==> src/rtl/arm_ctrl_pkg.sv <==
// Shared definitions for the ARM-subset multicycle control unit.
// Holds the FSM state encoding and the field encodings driven onto the
// datapath: ALU operations, instruction condition codes, opcode classes,
// the data-processing command field, and the ResultSrc / ALUSrcB selects.
package arm_ctrl_pkg;

    typedef enum logic [3:0] {
        S_RST    = 4'd0,
        S_FETCH  = 4'd1,
        S_DECODE = 4'd2,
        S_MEMADR = 4'd3,
        S_MEMRD  = 4'd4,
        S_MEMWB  = 4'd5,
        S_MEMWR  = 4'd6,
        S_EXECR  = 4'd7,
        S_EXECI  = 4'd8,
        S_ALUWB  = 4'd9,
        S_BRANCH = 4'd10
    } state_t;

    // ALUControl encodings
    localparam logic [1:0] ALU_ADD = 2'b00;
    localparam logic [1:0] ALU_SUB = 2'b01;
    localparam logic [1:0] ALU_AND = 2'b10;
    localparam logic [1:0] ALU_ORR = 2'b11;

    // Op field (Instr[27:26])
    localparam logic [1:0] OP_DP  = 2'b00;
    localparam logic [1:0] OP_MEM = 2'b01;
    localparam logic [1:0] OP_BR  = 2'b10;
    localparam logic [1:0] OP_ILL = 2'b11;

    // Data-processing command (Funct[4:1])
    localparam logic [3:0] CMD_AND = 4'b0000;
    localparam logic [3:0] CMD_SUB = 4'b0010;
    localparam logic [3:0] CMD_ADD = 4'b0100;
    localparam logic [3:0] CMD_CMP = 4'b1010;
    localparam logic [3:0] CMD_ORR = 4'b1100;

    // ResultSrc encodings
    localparam logic [1:0] RES_ALUOUT = 2'b00;
    localparam logic [1:0] RES_RDATA  = 2'b01;
    localparam logic [1:0] RES_ALU    = 2'b10;
    localparam logic [1:0] RES_RSTVEC = 2'b11;

    // ALUSrcB encodings
    localparam logic [1:0] SRCB_REG  = 2'b00;
    localparam logic [1:0] SRCB_IMM  = 2'b01;
    localparam logic [1:0] SRCB_FOUR = 2'b10;

    // Condition codes (Instr[31:28])
    localparam logic [3:0] COND_EQ = 4'b0000;
    localparam logic [3:0] COND_NE = 4'b0001;
    localparam logic [3:0] COND_CS = 4'b0010;
    localparam logic [3:0] COND_CC = 4'b0011;
    localparam logic [3:0] COND_MI = 4'b0100;
    localparam logic [3:0] COND_PL = 4'b0101;
    localparam logic [3:0] COND_VS = 4'b0110;
    localparam logic [3:0] COND_VC = 4'b0111;
    localparam logic [3:0] COND_HI = 4'b1000;
    localparam logic [3:0] COND_LS = 4'b1001;
    localparam logic [3:0] COND_GE = 4'b1010;
    localparam logic [3:0] COND_LT = 4'b1011;
    localparam logic [3:0] COND_GT = 4'b1100;
    localparam logic [3:0] COND_LE = 4'b1101;
    localparam logic [3:0] COND_AL = 4'b1110;
    localparam logic [3:0] COND_NV = 4'b1111;

endpackage

==> src/rtl/arm_cond_check.sv <==
// Combinational ARM condition evaluation.
// Ports:
//   Cond   in  4  instruction condition field
//   Flags  in  4  current {N,Z,C,V}
//   CondEx out 1  instruction is allowed to execute
// The reserved code 4'b1111 never executes.
module arm_cond_check
    import arm_ctrl_pkg::*;
(
    input  logic [3:0] Cond,
    input  logic [3:0] Flags,
    output logic       CondEx
);

    logic n, z, c, v;

    always_comb begin
        {n, z, c, v} = Flags;
        case (Cond)
            COND_EQ: CondEx = z;
            COND_NE: CondEx = !z;
            COND_CS: CondEx = c;
            COND_CC: CondEx = !c;
            COND_MI: CondEx = n;
            COND_PL: CondEx = !n;
            COND_VS: CondEx = v;
            COND_VC: CondEx = !v;
            COND_HI: CondEx = c && !z;
            COND_LS: CondEx = !c || z;
            COND_GE: CondEx = (n == v);
            COND_LT: CondEx = (n != v);
            COND_GT: CondEx = !z && (n == v);
            COND_LE: CondEx = z || (n != v);
            COND_AL: CondEx = 1'b1;
            default: CondEx = 1'b0;
        endcase
    end

endmodule

==> src/rtl/arm_multicycle_ctrl.sv <==
// Multicycle control unit for the ARM-subset shared-memory datapath.
// Sequences FETCH/DECODE/execute states, owns the NZCV flags register and
// stalls on mem_ready for instruction fetch and data accesses.
// Ports:
//   clk, reset_n            clock (rising edge), async active-low reset
//   Instr[31:0]             instruction register contents
//   ALUFlags[3:0]           {N,Z,C,V} produced by the ALU this cycle
//   mem_ready               memory completes the current access this cycle
//   PCWrite, AdrSrc, MemWrite, IRWrite, RegWrite   datapath enables/selects
//   ResultSrc[1:0], ALUSrcA, ALUSrcB[1:0], ALUControl[1:0]
//   ImmSrc[1:0], RegSrc[1:0]  combinational decode of Instr
//   Flags[3:0]              current NZCV register
//   illegal_op              one-cycle pulse in DECODE for Op==2'b11
module arm_multicycle_ctrl
    import arm_ctrl_pkg::*;
#(
    parameter bit RESET_PC_WRITE = 1'b0
) (
    input  logic        clk,
    input  logic        reset_n,
    input  logic [31:0] Instr,
    input  logic [3:0]  ALUFlags,
    input  logic        mem_ready,
    output logic        PCWrite,
    output logic        AdrSrc,
    output logic        MemWrite,
    output logic        IRWrite,
    output logic        RegWrite,
    output logic [1:0]  ResultSrc,
    output logic        ALUSrcA,
    output logic [1:0]  ALUSrcB,
    output logic [1:0]  ALUControl,
    output logic [1:0]  ImmSrc,
    output logic [1:0]  RegSrc,
    output logic [3:0]  Flags,
    output logic        illegal_op
);

    state_t     state_q, state_d;
    logic [3:0] flags_q;

    logic [3:0] cond;
    logic [1:0] op;
    logic [5:0] funct;
    logic [3:0] cmd;
    logic       rd_is_pc;
    logic       cond_ex;

    assign cond     = Instr[31:28];
    assign op       = Instr[27:26];
    assign funct    = Instr[25:20];
    assign cmd      = funct[4:1];
    assign rd_is_pc = (Instr[15:12] == 4'hF);

    logic unused_instr;
    assign unused_instr = ^{Instr[19:16], Instr[11:0]};

    assign ImmSrc = op;
    assign RegSrc = {(op == OP_MEM) && !funct[0], (op == OP_BR)};
    assign Flags  = flags_q;

    arm_cond_check u_cond (
        .Cond   (cond),
        .Flags  (flags_q),
        .CondEx (cond_ex)
    );

    // Data-processing decode: ALU op, whether C/V are architecturally
    // written, and whether the result skips writeback (CMP or unknown cmd).
    logic [1:0] dp_alu;
    logic       dp_arith;
    logic       dp_nowb;

    always_comb begin
        dp_alu   = ALU_ADD;
        dp_arith = 1'b0;
        dp_nowb  = 1'b0;
        case (cmd)
            CMD_ADD: begin dp_alu = ALU_ADD; dp_arith = 1'b1; end
            CMD_SUB: begin dp_alu = ALU_SUB; dp_arith = 1'b1; end
            CMD_AND: dp_alu = ALU_AND;
            CMD_ORR: dp_alu = ALU_ORR;
            CMD_CMP: begin dp_alu = ALU_SUB; dp_arith = 1'b1; dp_nowb = 1'b1; end
            default: begin dp_alu = ALU_ADD; dp_nowb = 1'b1; end
        endcase
    end

    // Flags are only written at the edge leaving an execute state, which
    // can never coincide with a DECODE condition check.
    logic flags_we;
    assign flags_we = ((state_q == S_EXECR) || (state_q == S_EXECI)) && funct[0];

    always_ff @(posedge clk or negedge reset_n) begin
        if (!reset_n) begin
            flags_q <= 4'b0000;
        end else if (flags_we) begin
            flags_q[3:2] <= ALUFlags[3:2];
            if (dp_arith)
                flags_q[1:0] <= ALUFlags[1:0];
        end
    end

    // State register
    always_ff @(posedge clk or negedge reset_n) begin
        if (!reset_n)
            state_q <= S_RST;
        else
            state_q <= state_d;
    end

    // Next-state logic
    always_comb begin
        state_d = state_q;
        case (state_q)
            S_RST:    state_d = S_FETCH;
            S_FETCH:  state_d = mem_ready ? S_DECODE : S_FETCH;
            S_DECODE: begin
                if (!cond_ex) begin
                    state_d = S_FETCH;
                end else begin
                    case (op)
                        OP_DP:   state_d = funct[5] ? S_EXECI : S_EXECR;
                        OP_MEM:  state_d = S_MEMADR;
                        OP_BR:   state_d = S_BRANCH;
                        default: state_d = S_FETCH;
                    endcase
                end
            end
            S_MEMADR: state_d = funct[0] ? S_MEMRD : S_MEMWR;
            S_MEMRD:  state_d = mem_ready ? S_MEMWB : S_MEMRD;
            S_MEMWB:  state_d = S_FETCH;
            S_MEMWR:  state_d = mem_ready ? S_FETCH : S_MEMWR;
            S_EXECR,
            S_EXECI:  state_d = dp_nowb ? S_FETCH : S_ALUWB;
            S_ALUWB:  state_d = S_FETCH;
            S_BRANCH: state_d = S_FETCH;
            default:  state_d = S_RST;
        endcase
    end

    // Output decode
    always_comb begin
        PCWrite    = 1'b0;
        AdrSrc     = 1'b0;
        MemWrite   = 1'b0;
        IRWrite    = 1'b0;
        RegWrite   = 1'b0;
        ResultSrc  = RES_ALUOUT;
        ALUSrcA    = 1'b0;
        ALUSrcB    = SRCB_REG;
        ALUControl = ALU_ADD;
        illegal_op = 1'b0;
        case (state_q)
            S_RST: begin
                // Qualified by reset_n so nothing is strobed while held in reset.
                if (RESET_PC_WRITE && reset_n) begin
                    PCWrite   = 1'b1;
                    ResultSrc = RES_RSTVEC;
                end
            end
            S_FETCH: begin
                ALUSrcA   = 1'b1;
                ALUSrcB   = SRCB_FOUR;
                ResultSrc = RES_ALU;
                IRWrite   = mem_ready;
                PCWrite   = mem_ready;
            end
            S_DECODE: begin
                // PC+8 computed here is what reads of R15 observe.
                ALUSrcA    = 1'b1;
                ALUSrcB    = SRCB_FOUR;
                ResultSrc  = RES_ALU;
                illegal_op = cond_ex && (op == OP_ILL);
            end
            S_MEMADR: begin
                ALUSrcB = SRCB_IMM;
            end
            S_MEMRD: begin
                AdrSrc = 1'b1;
            end
            S_MEMWB: begin
                ResultSrc = RES_RDATA;
                RegWrite  = !rd_is_pc;
                PCWrite   = rd_is_pc;
            end
            S_MEMWR: begin
                AdrSrc   = 1'b1;
                MemWrite = 1'b1;
            end
            S_EXECR: begin
                ALUSrcB    = SRCB_REG;
                ALUControl = dp_alu;
            end
            S_EXECI: begin
                ALUSrcB    = SRCB_IMM;
                ALUControl = dp_alu;
            end
            S_ALUWB: begin
                ResultSrc = RES_ALUOUT;
                RegWrite  = !rd_is_pc;
                PCWrite   = rd_is_pc;
            end
            S_BRANCH: begin
                ALUSrcB   = SRCB_IMM;
                ResultSrc = RES_ALU;
                PCWrite   = 1'b1;
            end
            default: ;
        endcase
    end

endmodule
==> config.mk <==
export PLATFORM = sky130hd
export DESIGN_NAME = arm_multicycle_ctrl
export DESIGN_NICKNAME = d
export VERILOG_FILES = /design/src/rtl/arm_ctrl_pkg.sv /design/src/rtl/arm_cond_check.sv /design/src/rtl/arm_multicycle_ctrl.sv
export SDC_FILE = /design/constraint.sdc
export NUM_CORES = 1
export LEC_CHECK = 0
export CELL_PAD_IN_SITES_DETAIL_PLACEMENT = 1
export CELL_PAD_IN_SITES_GLOBAL_PLACEMENT = 1
export CORE_MARGIN = 3
export CORE_UTILIZATION = 27
export DETAILED_ROUTE_END_ITERATION = 6
export GPL_ROUTABILITY_DRIVEN = 0
export GPL_TIMING_DRIVEN = 0
export HOLD_SLACK_MARGIN = 0.08
export PLACE_DENSITY = 0.91
export SETUP_SLACK_MARGIN = 0.4
export SYNTH_ARGS = -nofsm -noshare
export SYNTH_HDL_FRONTEND = slang
export SYNTH_SLANG_ARGS = --single-unit
==> constraint.sdc <==
create_clock -name clk -period 3.2 [get_ports clk]
set_clock_uncertainty 0.15 [all_clocks]
set_input_delay 0.64 -clock clk [delete_from_list [all_inputs] [get_ports clk]]
set_output_delay 0.64 -clock clk [all_outputs]
set_load 0.1 [all_outputs]
==> results of run 1 <==
cells by family (layout without fill, tap and decap cells):
kind of cell	Yosys count	in the layout	synth area share (%)
compound gates	35	35	23.2
xor+xnor	5	5	4.37
fa+ha+maj	5	5	6.24
buf+inv	12	67	6.12
flops	8	8	20.0
mux	5	5	6.24
simple gates	59	59	33.8
routing by layer:
metal	up-vias	part of all wire, %	global-route usage [%]	routed length [um]
met5	-	0	0	0
met4	0	0.98	5.82	41
met1	612	38	19.6	1580
li1	576	-	-	-
met3	4	5.7	4.05	239
met2	46	55	36.3	2310
area by class of cell:
type	count	area, um2	share of cell area [%]
well taps	46	57.6	3.16
plain buffers	9	70.1	3.85
flip-flops and latches	8	205	11.3
inverters	3	11.3	0.619
repair buffers	51	475	26.1
clock buffers	4	45.0	2.48
multi-input cells	109	955	52.5
repair_timing:
item	4_1_cts	5_1_grt
gates resized for setup	106	32
buffers inserted	4	3
cloned	2	0
setup endpoints to repair	17	11
pin swaps	3	7
how the worst max path moves through the flow:
stage            endpoint  startpoint  depth (start not counted)  slack, ns
2_1_floorplan     IRWrite  state_q[1]                          3       0.33
3_3_place_gp   illegal_op   Instr[31]                          7      -1.03
3_5_place_dp   illegal_op   Instr[31]                          7      -1.11
4_1_cts        illegal_op   Instr[30]                          7       0.18
5_1_grt        illegal_op   Instr[28]                          7       0.30
6_report       illegal_op   Instr[28]                          7       0.35
power by group:
group	leakage, nW	switching (W)	total (W)	internal [W]
sequential	0.0979	0.0000650	0.000209	0.000144
combinational	0.647	0.000910	0.00128	0.000366
clock	0.0228	0.0000470	0.000134	0.0000870
registers in the layout (all words and copies together), names as in the netlist:
name and flops:
Flags 4, state_q 4
metrics by stage:
step                      hold slack, ns  setup slack, ns  utilization (%)  power, W  area, um2
final                              0.433            0.348             52.9   0.00162       1820
after global routing               0.455            0.301             52.9   0.00169       1820
after CTS                          0.433            0.183             50.7   0.00157       1740
after detailed placement           0.421            -1.11             46.5   0.00141       1600
after global placement             0.421            -1.03             46.5   0.00138       1600
after floorplan                    0.194            0.325                -   0.00114       1120
layout by cell type, fill, tap and decap left out, drive strengths merged, types with 4 or more instances in the layout:
| cell | instances |
|---|---|
| clkdlybuf4s50 | 17 |
| nand2b | 9 |
| ha | 5 |
| dlymetal6s2s | 5 |
| dfrtp | 8 |
| a21oi | 6 |
| buf | 26 |
| nand2 | 8 |
| nor3 | 4 |
| o21ai | 9 |
| mux2 | 4 |
| nand3b | 4 |
| nor2 | 14 |
| clkbuf | 13 |
| nor2b | 5 |
==> qor.yml, run 1 <==
dp.cells: 217
hold_path.class: "reg2reg"
clock-root-buffer: "clkbuf_8"
yosys_warnings: 0
tightest_slew_ns: 0.974
leakagePower_nw: 0.768
critical-path-slowest-cell: "o311a_4"
layout.cells.non_filler: 230
cp_max_fo: 10
hold_end: "Flags[0]"
ctsHoldBuffers: 0
r2r_start: "state_q[0]"
ff2ff_path_depth: 6
n_antenna_cell: 0
synth_common_cells: "nor2_1 (14), nand2b_1 (9), dfrtp_1 (8), o21ai_0 (8), nand2_1 (7)"
hpwl_um: 2620
grt_pass1_vias: 1380
drv_slew: 0
core_mm2: 0.00344
syn_area_mm2: 0.00100
drtIter0Drc: 40
crit_path_start_kind: "input pin"
synth_top_cell_area_share_pct: 20.0
path_delay_family: "compound AO/OA/AOI/OAI gates"
synthTopCellsByArea: "dfrtp_1 (20%), ha_1 (6.2%), nand2b_1 (5.6%)"
cts.sinks: 8
clockBufferDepth: 2
period_share_pct: 89.1
area_delta_synth_final_pct: 81.5
r2r_slack_ns: 1.00
wl_per_cell_um: 18.2
dieHeight_um: 66.9
synth_ff_type: "dfrtp_1"
fin_nets: 229
syn-mean-instance-area_um2: 7.77
finalSetupViolCount: 0
cp.arrival_ns: 2.06
rsz0062_at_grt: "yes"
cap_violations: 0
rr_endpoint: "Flags[1]"
max_stage_delay_ns: 0.36
synthArstFlopShare_pct: 100
rows: 21
drcViolationCount: 0
clock.fmax_mhz: 351
viasPerCell: 5.38
dr.pass1.iters: 4
wl_um: 4180
cp_num_buf_inv: 2
ys_ff_latch: 8
dieArea_mm2: 0.00448
grt_max_degree: 11
fp.dieW_um: 66.9
crit_type: "in2out"
relSlewSlack_pct: 34.9
grt_usage_pct: 18.7
peakVddDrop_mv: 0.502
synthDistinctLibCells: 47
insertion_delay_ns: 0.24
ios: 60
path_cells: "buf_2, xor2_1, a21oi_2, o31ai_4, or2_4, o311a_4, buf_12"
tns_ns: 0
grt_pass1_wl_um: 6450
hold_viol: 0
cp-end-kind: "primary output"
cts_made_buffers: 3
fillers: 417
whs_path_depth: 1
synth_top_cell_by_area: "dfrtp_1"
synth_cells: 129
power.density_mw_per_mm2: 890
drive_gt1_share_pct: 44.0
start_util_pct: 29.1
synth_edf_count: 0
outcome: "finished, final reports clean"
cts_tree: "built"
clk_pin_slew_ns: 0.04
vias: 1238
antenna_found_initial: 0
port_buffers: 42
finalCriticalPeriod_ns: 2.85
synthMostInstantiatedCell: "nor2_1"
syn_nets: 173
gr-total-overflow: 0
hold_start: "Flags[0]"
synth-seq-area-share_pct: 20.0
htreeDepth: 1
crit_required_ns: 2.41
drt.antenna.violating_nets: 0
Note: power is estimated with default switching activity, not from simulation.
==> inputs of run 2 (changes only) <==
--- a/config.mk
+++ b/config.mk
@@ -7,6 +7,7 @@
 export LEC_CHECK = 0
 export CELL_PAD_IN_SITES_DETAIL_PLACEMENT = 1
 export CELL_PAD_IN_SITES_GLOBAL_PLACEMENT = 1
+export CORE_ASPECT_RATIO = 1.25
 export CORE_MARGIN = 3
 export CORE_UTILIZATION = 27
 export DETAILED_ROUTE_END_ITERATION = 6
==> run 2 against run 1 <==
  * Sequential power decreased by 6%
  * Combinational power about the same
  * Clock power decreased by 4%
  * Largest cell class unchanged
  * Largest power group unchanged
  * Fmax increased by 2.4%
  * First-iteration DRC count decreased by 43%
  * Sequential share of layout area decreased by 0.29 points
==> qor.yml, run 2 (synthesis results as in run 1) <==
outcome: "finished, final reports clean"  # unchanged
relSlewSlack_pct: 34.4  # was 34.9%
pwr-share-comb_pct: 80.1  # was 78.8%
wl_um: 3550  # was 4180 um
max_stage_delay_ns: 0.36  # about the same
start_util_pct: 28.5  # was 29.1%
finalCriticalPeriod_ns: 2.79  # was 2.85 ns
p_int_w: 0.000625  # was 0.000597 W
period_share_pct: 87.0  # was 89.1%
port_buffers: 42  # unchanged
fp.dieW_um: 60.5  # was 66.9 um
layout_common_cells: "clkdlybuf4s50_1 (18), buf_4 (15), nor2_1 (11)"  # was clkdlybuf4s50_1 (17), buf_4 (14), nor2_1 (11)
cp.arrival_ns: 2.00  # was 2.06 ns
cap_violations: 0  # unchanged
crit_required_ns: 2.41  # about the same
p_clk_share_pct: 7.8  # was 8.3%
ctsHoldBuffers: 0  # unchanged
antenna_found_initial: 0  # unchanged
drv_slew: 0  # unchanged
critical-path-slowest-cell: "o311a_4"  # unchanged
grt_pass1_wl_um: 5580  # was 6450 um
p_switching_w: 0.00101  # was 0.00102 W
ios: 60  # unchanged
grt_usage_pct: 16.2  # was 18.7%
hold_path.class: "reg2reg"  # unchanged
swShare_pct: 61.8  # was 63.1%
fin_nets: 233  # was 229
cts_made_buffers: 3  # unchanged
path_cells: "buf_8, xor2_2, a21oi_2, o31ai_4, or2_4, o311a_4, buf_12"  # was buf_2, xor2_1, a21oi_2, o31ai_4, or2_4, o311a_4, buf_12
cts.sinks: 8  # unchanged
crit_path_start_kind: "input pin"  # unchanged
crit_type: "in2out"  # unchanged
htreeDepth: 1  # unchanged
grt_pass1_vias: 1260  # was 1,380
hold_viol: 0  # unchanged
tightest_slew_ns: 0.981  # was 0.974 ns
cp_num_buf_inv: 2  # unchanged
power_w: 0.00164  # was 0.00162 W
clk_pin_slew_ns: 0.04  # about the same
power.density_mw_per_mm2: 876  # was 890 mW/mm2
peakVddDrop_mv: 0.776  # was 0.502 mV
insertion_delay_ns: 0.23  # was 0.24 ns
rows: 24  # was 21
grt_max_degree: 11  # unchanged
gr-total-overflow: 0  # unchanged
finalSetupViolCount: 0  # unchanged
hpwl_um: 2580  # was 2620 um
clock.fmax_mhz: 359  # was 351 MHz
path_delay_family: "compound AO/OA/AOI/OAI gates"  # unchanged
leakagePower_nw: 0.769  # was 0.768 nW
drive_gt1_share_pct: 46.3  # was 44.0%
dr.pass1.iters: 4  # unchanged
rsz0062_at_grt: "yes"  # unchanged
clockBufferDepth: 2  # unchanged
drcViolationCount: 0  # unchanged
n_antenna_cell: 0  # unchanged
tns_ns: 0  # unchanged
wl_per_cell_um: 15.6  # was 18.2 um
cp_max_fo: 10  # unchanged
dieArea_mm2: 0.00448  # about the same
layout_commonest_cell: "clkdlybuf4s50_1"  # unchanged
drt.antenna.violating_nets: 0  # unchanged
cts_tree: "built"  # unchanged
cp-end-kind: "primary output"  # unchanged
area_delta_synth_final_pct: 86.3  # was 81.5%
seqPwrFrac_pct: 12.1  # was 12.9%
core_mm2: 0.00351  # was 0.00344 mm2
drtIter0Drc: 23  # was 40
dieHeight_um: 74.1  # was 66.9 um
vias: 1232  # was 1,238
clock-root-buffer: "clkbuf_8"  # unchanged
viasPerCell: 5.43  # was 5.38
[run 2: cell count changes in the layout (fill, tap and decap cells not counted), sizes merged]
cell / delta
dlymetal6s2s: -2
clkbuf: -1
dlygate4sd2: +1
buf: +2
clkdlybuf4s15: +3
clkdlybuf4s50: +1
[run 2: through the flow]
stage,util (%),cells,worst slack [ns],area [um2],hold slack (ns)
after global placement,45.3,210,-1.03,1590,0.410
after CTS,49.6,217,0.170,1740,0.421
after global routing,53.1,227,0.366,1870,0.437
after detailed placement,45.3,210,-1.16,1590,0.410
after floorplan,-,129,0.325,1120,0.194
final,53.1,227,0.415,1870,0.424
[run 2: timing repair]
action                     CTS  global route
setup endpoints to repair   17            11
pin swaps                    7            12
setup buffers                3             9
gates resized for setup    104            35
gates cloned                 0             1
[run 2: worst reg2reg max path: stages (launching register included)]
cell	delay, ns
dfrtp_1	0.37
buf_6	0.14
or4b_4	0.51
o21ai_2	0.14
nand2_2	0.12
a211o_1	0.33
mux2_4	0.31
[run 2: power by group through the flow]
stage	combinational, W	clock, W	sequential [W]
floorplan	0.000810	0	0.000332
global placement	0.00118	0	0.000192
detailed placement	0.00121	0	0.000196
CTS	0.00122	0.000131	0.000199
global route	0.00137	0.000140	0.000204
finish	0.00131	0.000128	0.000197
[run 2: metal layers]
layer | vias up | wire (um) | track usage (%)
met2 | 37 | 1870 | 30.4
met1 | 595 | 1420 | 18.2
met5 | - | 0 | 0
met3 | 7 | 207 | 3.30
met4 | 0 | 56 | 4.34
li1 | 593 | - | -
[run 2: final timing paths]
| kind | start | end | slack [ns] | depth (start not counted) |
|---|---|---|---|---|
| worst max-delay path | Instr[28] | illegal_op | 0.41 | 7 |
| worst min-delay path | Flags[0] | Flags[0] | 0.42 | 1 |
| worst max register to register | state_q[0] | Flags[1] | 1.01 | 6 |
| worst min register to register | Flags[0] | Flags[0] | 0.42 | 1 |
| max in group asynchronous | reset_n | Flags[2] | 2.08 | 1 |
| min in group asynchronous | reset_n | Flags[1] | 0.54 | 1 |
[run 2: final cells by class]
class,instances,area (um2)
fillers,397,1650
multi-input cells,109,962
repair buffers,55,513
flip-flops and latches,8,205
plain buffers,9,81.3
well taps,39,48.8
clock buffers,4,45.0
inverters,3,11.3
